### src/rtl/phys_mem_pkg.sv
// Shared physical-memory constants: FSM encoding, RAM base and the in-range predicate
// reused by device decode.
`ifndef PHYS_MEM_PKG_SV
`define PHYS_MEM_PKG_SV

// True when a byte address falls inside a 2^aw-word RAM at PHYS_RAM_BASE.
`define PHYS_IN_RANGE(addr, aw) ((((addr) - phys_mem_pkg::PHYS_RAM_BASE) >> ((aw) + 2)) == 32'h0)

package phys_mem_pkg;

   typedef enum logic [1:0] {
      ST_IDLE    = 2'd0,
      ST_W_SETUP = 2'd1,
      ST_W_PULSE = 2'd2,
      ST_W_HOLD  = 2'd3
   } state_t;

   localparam logic [31:0] PHYS_RAM_BASE = 32'h0;

endpackage

`endif

### src/rtl/phys_mem_ctrl.sv
// Device-memory responder for the MMU: zero-wait reads and multi-cycle latched writes
// to one asynchronous 32-bit SRAM.
module phys_mem_ctrl
   import phys_mem_pkg::*;
#(
   parameter int ADDR_WIDTH = 20,
   parameter int WE_PULSE   = 2
) (
   input  logic                  clk,
   input  logic                  rst,
   input  logic [31:0]           mem_addr,
   input  logic [31:0]           mem_data_in,
   input  logic                  mem_is_write,
   output logic [31:0]           mem_data_out,
   output logic                  mem_busy,
   output logic [ADDR_WIDTH-1:0] sram_addr,
   input  logic [31:0]           sram_dq_in,
   output logic [31:0]           sram_dq_out,
   output logic                  sram_dq_oe,
   output logic                  sram_ce_n,
   output logic                  sram_oe_n,
   output logic                  sram_we_n
);

   localparam int CNT_W = (WE_PULSE > 1) ? $clog2(WE_PULSE) : 1;

   state_t                r_state;
   logic [ADDR_WIDTH-1:0] r_addr_lat;
   logic [31:0]           r_data_lat;
   logic                  r_in_range_lat;
   logic [CNT_W-1:0]      r_cnt;

   logic                  w_in_range;
   logic                  w_idle;

   assign w_in_range = `PHYS_IN_RANGE(mem_addr, ADDR_WIDTH);
   assign w_idle     = (r_state == ST_IDLE);

   always_ff @(posedge clk) begin
      if (rst) begin
         r_state        <= ST_IDLE;
         r_addr_lat     <= '0;
         r_data_lat     <= '0;
         r_in_range_lat <= 1'b0;
         r_cnt          <= '0;
      end else begin
         case (r_state)
            ST_IDLE: begin
               if (mem_is_write) begin
                  r_addr_lat     <= mem_addr[ADDR_WIDTH+1:2];
                  r_data_lat     <= mem_data_in;
                  r_in_range_lat <= w_in_range;
                  r_state        <= ST_W_SETUP;
               end
            end
            ST_W_SETUP: begin
               r_cnt   <= CNT_W'(WE_PULSE - 1);
               r_state <= ST_W_PULSE;
            end
            ST_W_PULSE: begin
               if (r_cnt == '0) r_state <= ST_W_HOLD;
               else             r_cnt   <= r_cnt - 1'b1;
            end
            default: r_state <= ST_IDLE;
         endcase
      end
   end

   // Strobes decode from registered state only so mem_is_write can never glitch the pins.
   assign sram_ce_n    = 1'b0;
   assign sram_oe_n    = !w_idle;
   assign sram_we_n    = !((r_state == ST_W_PULSE) && r_in_range_lat);
   assign sram_dq_oe   = !w_idle;
   assign sram_dq_out  = r_data_lat;
   assign sram_addr    = w_idle ? mem_addr[ADDR_WIDTH+1:2] : r_addr_lat;
   assign mem_busy     = !w_idle || mem_is_write;
   assign mem_data_out = (w_idle && w_in_range) ? sram_dq_in : 32'h0;

endmodule

### config.mk
export PLATFORM = sky130hd
export DESIGN_NAME = phys_mem_ctrl
export DESIGN_NICKNAME = d
export VERILOG_FILES = /design/src/rtl/phys_mem_pkg.sv /design/src/rtl/phys_mem_ctrl.sv
export SDC_FILE = /design/constraint.sdc
export NUM_CORES = 1
export LEC_CHECK = 0
export ABC_AREA = 1
export CORE_MARGIN = 4
export CORE_UTILIZATION = 35
export CTS_BUF_LIST = sky130_fd_sc_hd__clkbuf_4 sky130_fd_sc_hd__clkbuf_8 sky130_fd_sc_hd__clkbuf_16
export DETAILED_ROUTE_END_ITERATION = 8
export GPL_TIMING_DRIVEN = 0
export PLACE_DENSITY_LB_ADDON = 0.25
export SYNTH_ARGS = -nofsm -noshare
export SYNTH_HDL_FRONTEND = slang
export SYNTH_SLANG_ARGS = --single-unit
### constraint.sdc
create_clock -name clk -period 2.2 [get_ports clk]
set_input_delay 0.66 -clock clk [delete_from_list [all_inputs] [get_ports clk]]
set_output_delay 0.66 -clock clk [all_outputs]
set_load 0.005 [all_outputs]
==> results of run 1 <==
critical path, stage by stage:
cell,delay [ns]
buf_6,0.10
nor2_4,0.11
nand2_2,0.07
nor2_4,0.18
nand2_8,0.10
buf_6,0.15
nor2_1,0.10
buf_2,0.13
worst max path at each step:
stage,from,end,slack [ns],depth (start not counted)
6_report,mem_addr[23],mem_data_out[0],-0.07,8
5_1_grt,mem_addr[23],mem_data_out[20],-0.12,8
4_1_cts,r_state[1],sram_addr[16],-0.14,9
3_5_place_dp,mem_addr[23],mem_data_out[14],-1.0,8
3_3_place_gp,mem_addr[23],mem_data_out[20],-0.96,8
2_1_floorplan,mem_addr[25],mem_data_out[0],0.23,6
where the power goes:
part | internal (µW) | switching [µW] | leakage [µW]
Clock | 258 | 342 | 0.0000516
Sequential | 1320 | 132 | 0.000464
Combinational | 1270 | 1060 | 0.00162
Total | 2840 | 1540 | 0.00214
placed cells by master, fill, tap and decap left out, types with 8 or more instances in the layout:
master           Yosys  final
nor2_4               0     12
o21ai_1              4     16
o21ai_0             72     60
nor2_2              10     26
a21oi_1             23     23
clkdlybuf4s50_1      0    118
inv_1               57     54
buf_4                3      9
dfxtp_1             56     54
nor2_1              94     66
buf_2                5     47
nand2_1             26     24
buf_6                8     21
clkbuf_8             0      8
per-layer routing:
layer,vias up,GRT usage
li1,1546,-
met1,1389,0.222
met2,121,0.371
met3,13,0.0561
met4,0,0.0481
met5,-,0
what timing repair did:
item                       CTS  global route
setup endpoints to repair   55            51
cloned                       3             0
pin swaps                   12            10
setup buffers                6             2
gates resized for setup    290            40
logic make-up (layout without fill, tap and decap cells):
group,count (synthesis),count (layout),synth area share
adders and majority gates,2,2,0.00969
other,1,1,0.00145
buffers and inverters,85,286,0.160
AOI/OAI and AO/OA,99,99,0.192
and+or+nand+nor,132,132,0.203
DFF,56,56,0.434
stage by stage:
step	util	hold slack, ns	power [µW]	cell area [µm²]	std cells
global placement	0.630	0.432	3620	4550	658
CTS	0.643	0.457	4430	4640	675
finish	0.658	0.454	4380	4750	675
detailed placement	0.630	0.441	3690	4550	658
floorplan	-	0.424	2490	2580	375
global route	0.658	0.481	4720	4750	675
final cells by class:
cell class	instances	area share
clock buffers	6	0.0174
plain buffers	25	0.0503
inverters	58	0.0469
multi-input cells	234	0.256
repair buffers	195	0.364
clock inverters	2	0.00290
flip-flops and latches	56	0.237
well taps	99	0.0261
flip-flops by register name (all words and copies together) (netlist names):
name,cells
sram_dq_out,32
r_addr_lat,20
r_state,2
r_cnt,1
r_in_range_lat,1
==> impl_metrics.py, run 1 <==
metrics = {
    "synthesis": {
        "synth_cells": 375,
        "synth-edff-count": 0,
        "synth_most_common_cell": "nor2_1",
        "synth.top_cells.by_count": "94 x nor2_1, 72 x o21ai_0, 57 x inv_1, 56 x dfxtp_1, 26 x nand2_1",
        "synth_area_leader_cell": "dfxtp_1",
        "syn-num-nets": 476,
        "ys_warn_count": 0,
        "syn_area_per_cell_um2": 6.89,
        "yosysSeqAreaShare": 0.434,
        "netlist_area_mm2": 0.00258,
        "synth_cell_types": 18,
        "ys_ff_latch": 56,
        "ys.flop_type": "dfxtp_1",
        "yosysTopAreaCellShare": 0.434,
        "async_flop_share": 0,
        "synth_area_leaders": "dfxtp_1 43%, o21ai_0 14%, nor2_1 14%",
    },
    "drt": {
        "wl_met1_um": 3730,
        "via_per_inst": 4.55,
        "wl_met3_um": 758,
        "highest_layer": "met4",
        "firstDrtPassIters": 4,
        "first_iter_violations": 89,
        "wl_per_cell_um": 14.0,
        "drc_errors": 0,
        "met2_length_um": 4830,
        "wl_um": 9460,
        "detail-route-antenna-nets": 0,
        "vias": 3069,
    },
    "sta": {
        "rsz0062_at_grt": "yes",
        "finalWorstSetupSlack_ns": -0.0657,
        "fin_skew_ns": 0.00938,
        "period_share": 1.03,
        "min_period_ns": 2.27,
        "fmax_mhz": 441,
        "fin_setup_tns_ns": -0.689,
        "hold_violations": 0,
        "setup_viol": 30,
        "slew_viol_final": 0,
    },
    "worst_setup_path": {
        "r2r-start": "r_state[1]",
        "worstSetupEndpointType": "output port",
        "reg2reg_to": "r_addr_lat[8]",
        "cp_data_arrival_time_ns": 1.61,
        "cp-start-kind": "input pin",
        "rr_worst_depth": 8,
        "r2r_setup_slack_ns": 0.75,
        "cp.required_ns": 1.54,
        "crit_type": "input pin to output port",
        "crit_path_max_fanout": 8,
    },
    "finish": {
        "seq_area_mm2": 0.00112,
        "drive_gt1_frac": 0.253,
        "antennaDiodeCount": 0,
        "multiInputGateArea_mm2": 0.00121,
        "fill_cells": 667,
        "area_growth_pct": 83.8,
        "final_nets": 676,
    },
    "clock_network": {
        "cts_buffers": 5,
        "cts.htree.levels": 2,
        "cts_hold_buf": 0,
        "tritoncts": "done",
        "cts.sinks": 56,
        "root_buffer": "clkbuf_8",
        "clk_latency_ns": 0.31,
        "clk_pin_slew_ns": 0.10,
        "cts_buffer_depth": 2,
    },
    "floorplanning": {
        "fp.dieH_um": 93.9,
        "dieArea_mm2": 0.00882,
        "io_pins": 188,
        "die_w_um": 93.9,
        "core.rowCount": 31,
        "core_area_mm2": 0.00721,
        "start_util": 0.358,
    },
    "grt": {
        "grt_pass1_wl_um": 14100,
        "grt_overflow": 0,
        "grt_max_degree": 18,
        "grt_usage": 0.199,
        "antenna_found_initial": 0,
        "grt_pass1_vias": 2966,
    },
    "min_path": {
        "hp-class": "flop to flop",
        "min_from": "r_addr_lat[1]",
        "min_to": "r_addr_lat[1]",
        "hold_depth": 2,
    },
    "job": {
        "drv_cap": 0,
    },
    "pwr": {
        "ir_worst_vdd_mv": 0.565,
        "p_leak_uw": 0.00214,
        "p_per_area_mw_per_mm2": 923,
    },
    "outcome": {
        "violations": "setup timing",
        "status": "finished, violations left",
    },
    "placed_design": {
        "place_ws_ns": -0.997,
        "place.gp.congestion": 0.794,
        "dp_hpwl_um": 7260,
        "portBuffers": 184,
    },
}
No activity file was read; power rests on OpenSTA's default activity.
==> run 2: changes to the inputs <==
--- a/config.mk
+++ b/config.mk
@@ -11,7 +11,7 @@
 export CTS_BUF_LIST = sky130_fd_sc_hd__clkbuf_4 sky130_fd_sc_hd__clkbuf_8 sky130_fd_sc_hd__clkbuf_16
 export DETAILED_ROUTE_END_ITERATION = 8
 export GPL_TIMING_DRIVEN = 0
-export PLACE_DENSITY_LB_ADDON = 0.25
+export PLACE_DENSITY = 0.82
 export SYNTH_ARGS = -nofsm -noshare
 export SYNTH_HDL_FRONTEND = slang
 export SYNTH_SLANG_ARGS = --single-unit
==> run 2 against run 1 <==
Effect of this change: the run still ends with setup timing left; design area rose by 6.4%; cell count rose by 1.8%; largest power group unchanged; global-route usage rose by 0.78 points; core utilization rose by 4.2 points; worst setup slack got worse by 0.14 ns; worst hold slack improved by 0.0028 ns; flip-flop and latch count did not move; combinational power rose by 9.4%; critical endpoint is now mem_data_out[21]; sequential share of layout area fell by 1.4 points; sequential power barely moved.
==> impl_metrics.py, run 2 (same netlist as run 1, synthesis figures left out) <==
metrics = {
    "outcome": {
        "status": "finished, violations left",
        "violations": "setup timing",
    },
    "sta": {
        "rsz0062_at_grt": "yes",
        "min_period_ns": 2.40,
        "hold_violations": 0,
        "fin_skew_ns": 0.00449,
        "fmax_mhz": 416,
        "finalWorstSetupSlack_ns": -0.204,
        "setup_viol": 31,
        "slew_viol_final": 0,
        "period_share": 1.09,
    },
    "finish": {
        "area_growth_pct": 95.5,
        "drive_gt1_frac": 0.304,
        "post-route-util": 0.700,
        "final_nets": 688,
        "antennaDiodeCount": 0,
        "fill_cells": 603,
        "fin_cells": 687,
        "final_area_mm2": 0.00505,
        "final_cell_mix": "119 x clkdlybuf4s50_1, 60 x nor2_1, 55 x inv_1, 54 x buf_2, 54 x dfxtp_1",
        "largest_reg_flops": 32,
        "layout_commonest_cell": "clkdlybuf4s50_1",
    },
    "clock_network": {
        "root_buffer": "clkbuf_8",
        "cts_buffer_depth": 2,
        "cts.sinks": 56,
        "cts_hold_buf": 0,
        "clk_pin_slew_ns": 0.09,
        "clk_latency_ns": 0.31,
        "cts.htree.levels": 2,
        "cts_buffers": 5,
        "tritoncts": "done",
    },
    "worst_setup_path": {
        "cp_data_arrival_time_ns": 1.74,
        "worstSetupEndpointType": "output port",
        "cp.buffers_inverters": 5,
        "slowest_delay_ns": 0.13,
        "cp-start-kind": "input pin",
        "rr_worst_depth": 7,
        "reg2reg_to": "sram_dq_out[23]",
        "cpMaxStageDelayCell": "nor2_4",
        "crit_path_max_fanout": 5,
        "r2r_setup_slack_ns": 0.74,
        "cp_top_family": "buffers and inverters",
        "cp_cell_sequence": "buf_6 > nor2_4 > nand3_2 > nor2_4 > nand2_4 > buf_6 > buf_6 > buf_16 > nor2_4 > buf_2",
        "crit_type": "input pin to output port",
        "r2r-start": "r_state[1]",
        "crit_path_start": "mem_addr[26]",
        "cp.required_ns": 1.54,
        "crit_end": "mem_data_out[21]",
        "crit_cells": 10,
    },
    "placed_design": {
        "placed_area_mm2": 0.00455,
        "dp_hpwl_um": 7130,
        "dp_cells": 658,
        "place_ws_ns": -0.889,
        "place.gp.congestion": 0.739,
        "portBuffers": 184,
    },
    "grt": {
        "grt_overflow": 0,
        "grt_use_met2": 0.387,
        "grt_pass1_wl_um": 14800,
        "grt_usage": 0.207,
        "use_met3": 0.0473,
        "grt.met1_usage": 0.239,
        "top_usage_layer": "met2",
        "grt_pass1_vias": 3130,
        "antenna_found_initial": 0,
        "grt_max_degree": 17,
    },
    "drt": {
        "vias": 3138,
        "detail-route-antenna-nets": 0,
        "via_per_inst": 4.57,
        "drc_errors": 0,
        "first_iter_violations": 159,
        "firstDrtPassIters": 4,
        "wl_per_cell_um": 14.6,
        "wl_um": 10000,
    },
    "floorplanning": {
        "io_pins": 188,
        "fp.dieH_um": 93.9,
        "dieArea_mm2": 0.00882,
        "core.rowCount": 31,
        "start_util": 0.358,
        "die_w_um": 93.9,
        "core_area_mm2": 0.00721,
    },
    "pwr": {
        "p_per_area_mw_per_mm2": 927,
        "ir_worst_vdd_mv": 0.585,
        "p_leak_uw": 0.00228,
    },
    "min_path": {
        "hp-class": "flop to flop",
    },
    "job": {
        "drv_cap": 0,
    },
}
==> run 2: worst min-delay path by stage <==
stage | from | end | cells past startpoint
finish | r_addr_lat[2] | r_addr_lat[2] | 2
global placement | r_addr_lat[4] | r_addr_lat[4] | 2
detailed placement | r_addr_lat[13] | r_addr_lat[13] | 2
global route | r_addr_lat[5] | r_addr_lat[5] | 2
CTS | r_addr_lat[2] | r_addr_lat[2] | 2
floorplan | r_addr_lat[0] | r_addr_lat[0] | 2
==> run 2: report_power, final <==
part / internal [µW] / switching (µW)
sequential: 1320 / 132
clock: 351 / 328
combinational: 1380 / 1170
==> run 2: worst reg2reg max path, delay by kind of cell (launching register included) <==
family          cells  cell delay [ns]
buf+inv             3             0.50
simple gates        2             0.21
compound gates      1             0.16
fa+ha+maj           1             0.19
flops               1             0.35
==> run 2: through the flow <==
step                      setup TNS [ns]  total power (µW)  hold slack, ns
after global routing               -6.40              5030           0.489
after floorplan                        0              2490           0.424
after CTS                          -5.88              4580           0.462
after global placement            -31.69              3630           0.432
after detailed placement          -32.80              3700           0.440
final                              -4.67              4680           0.457
==> run 2: final cells by class <==
| type | count | area, µm² | share of cell area |
|---|---|---|---|
| repair buffers | 206 | 1860 | 0.368 |
| multi-input cells | 234 | 1320 | 0.262 |
| flip-flops and latches | 56 | 1120 | 0.223 |
| plain buffers | 26 | 290 | 0.0575 |
| inverters | 58 | 223 | 0.0441 |
| well taps | 99 | 124 | 0.0245 |
| clock buffers | 6 | 76.3 | 0.0151 |
| clock inverters | 2 | 35.0 | 0.00694 |
==> run 2: timing repair <==
action / CTS / global route
pin swaps: 20 / 14
setup buffers: 16 / 1
gates resized for setup: 330 / 62
gates cloned: 3 / 2
setup endpoints to repair: 55 / 55
==> run 2: layer usage <==
layer / routed length, µm / vias to the layer above
met1: 3920 / 1433
li1: - / 1572
met3: 687 / 16
met2: 5260 / 117
met4: 176 / 0
met5: 0 / -
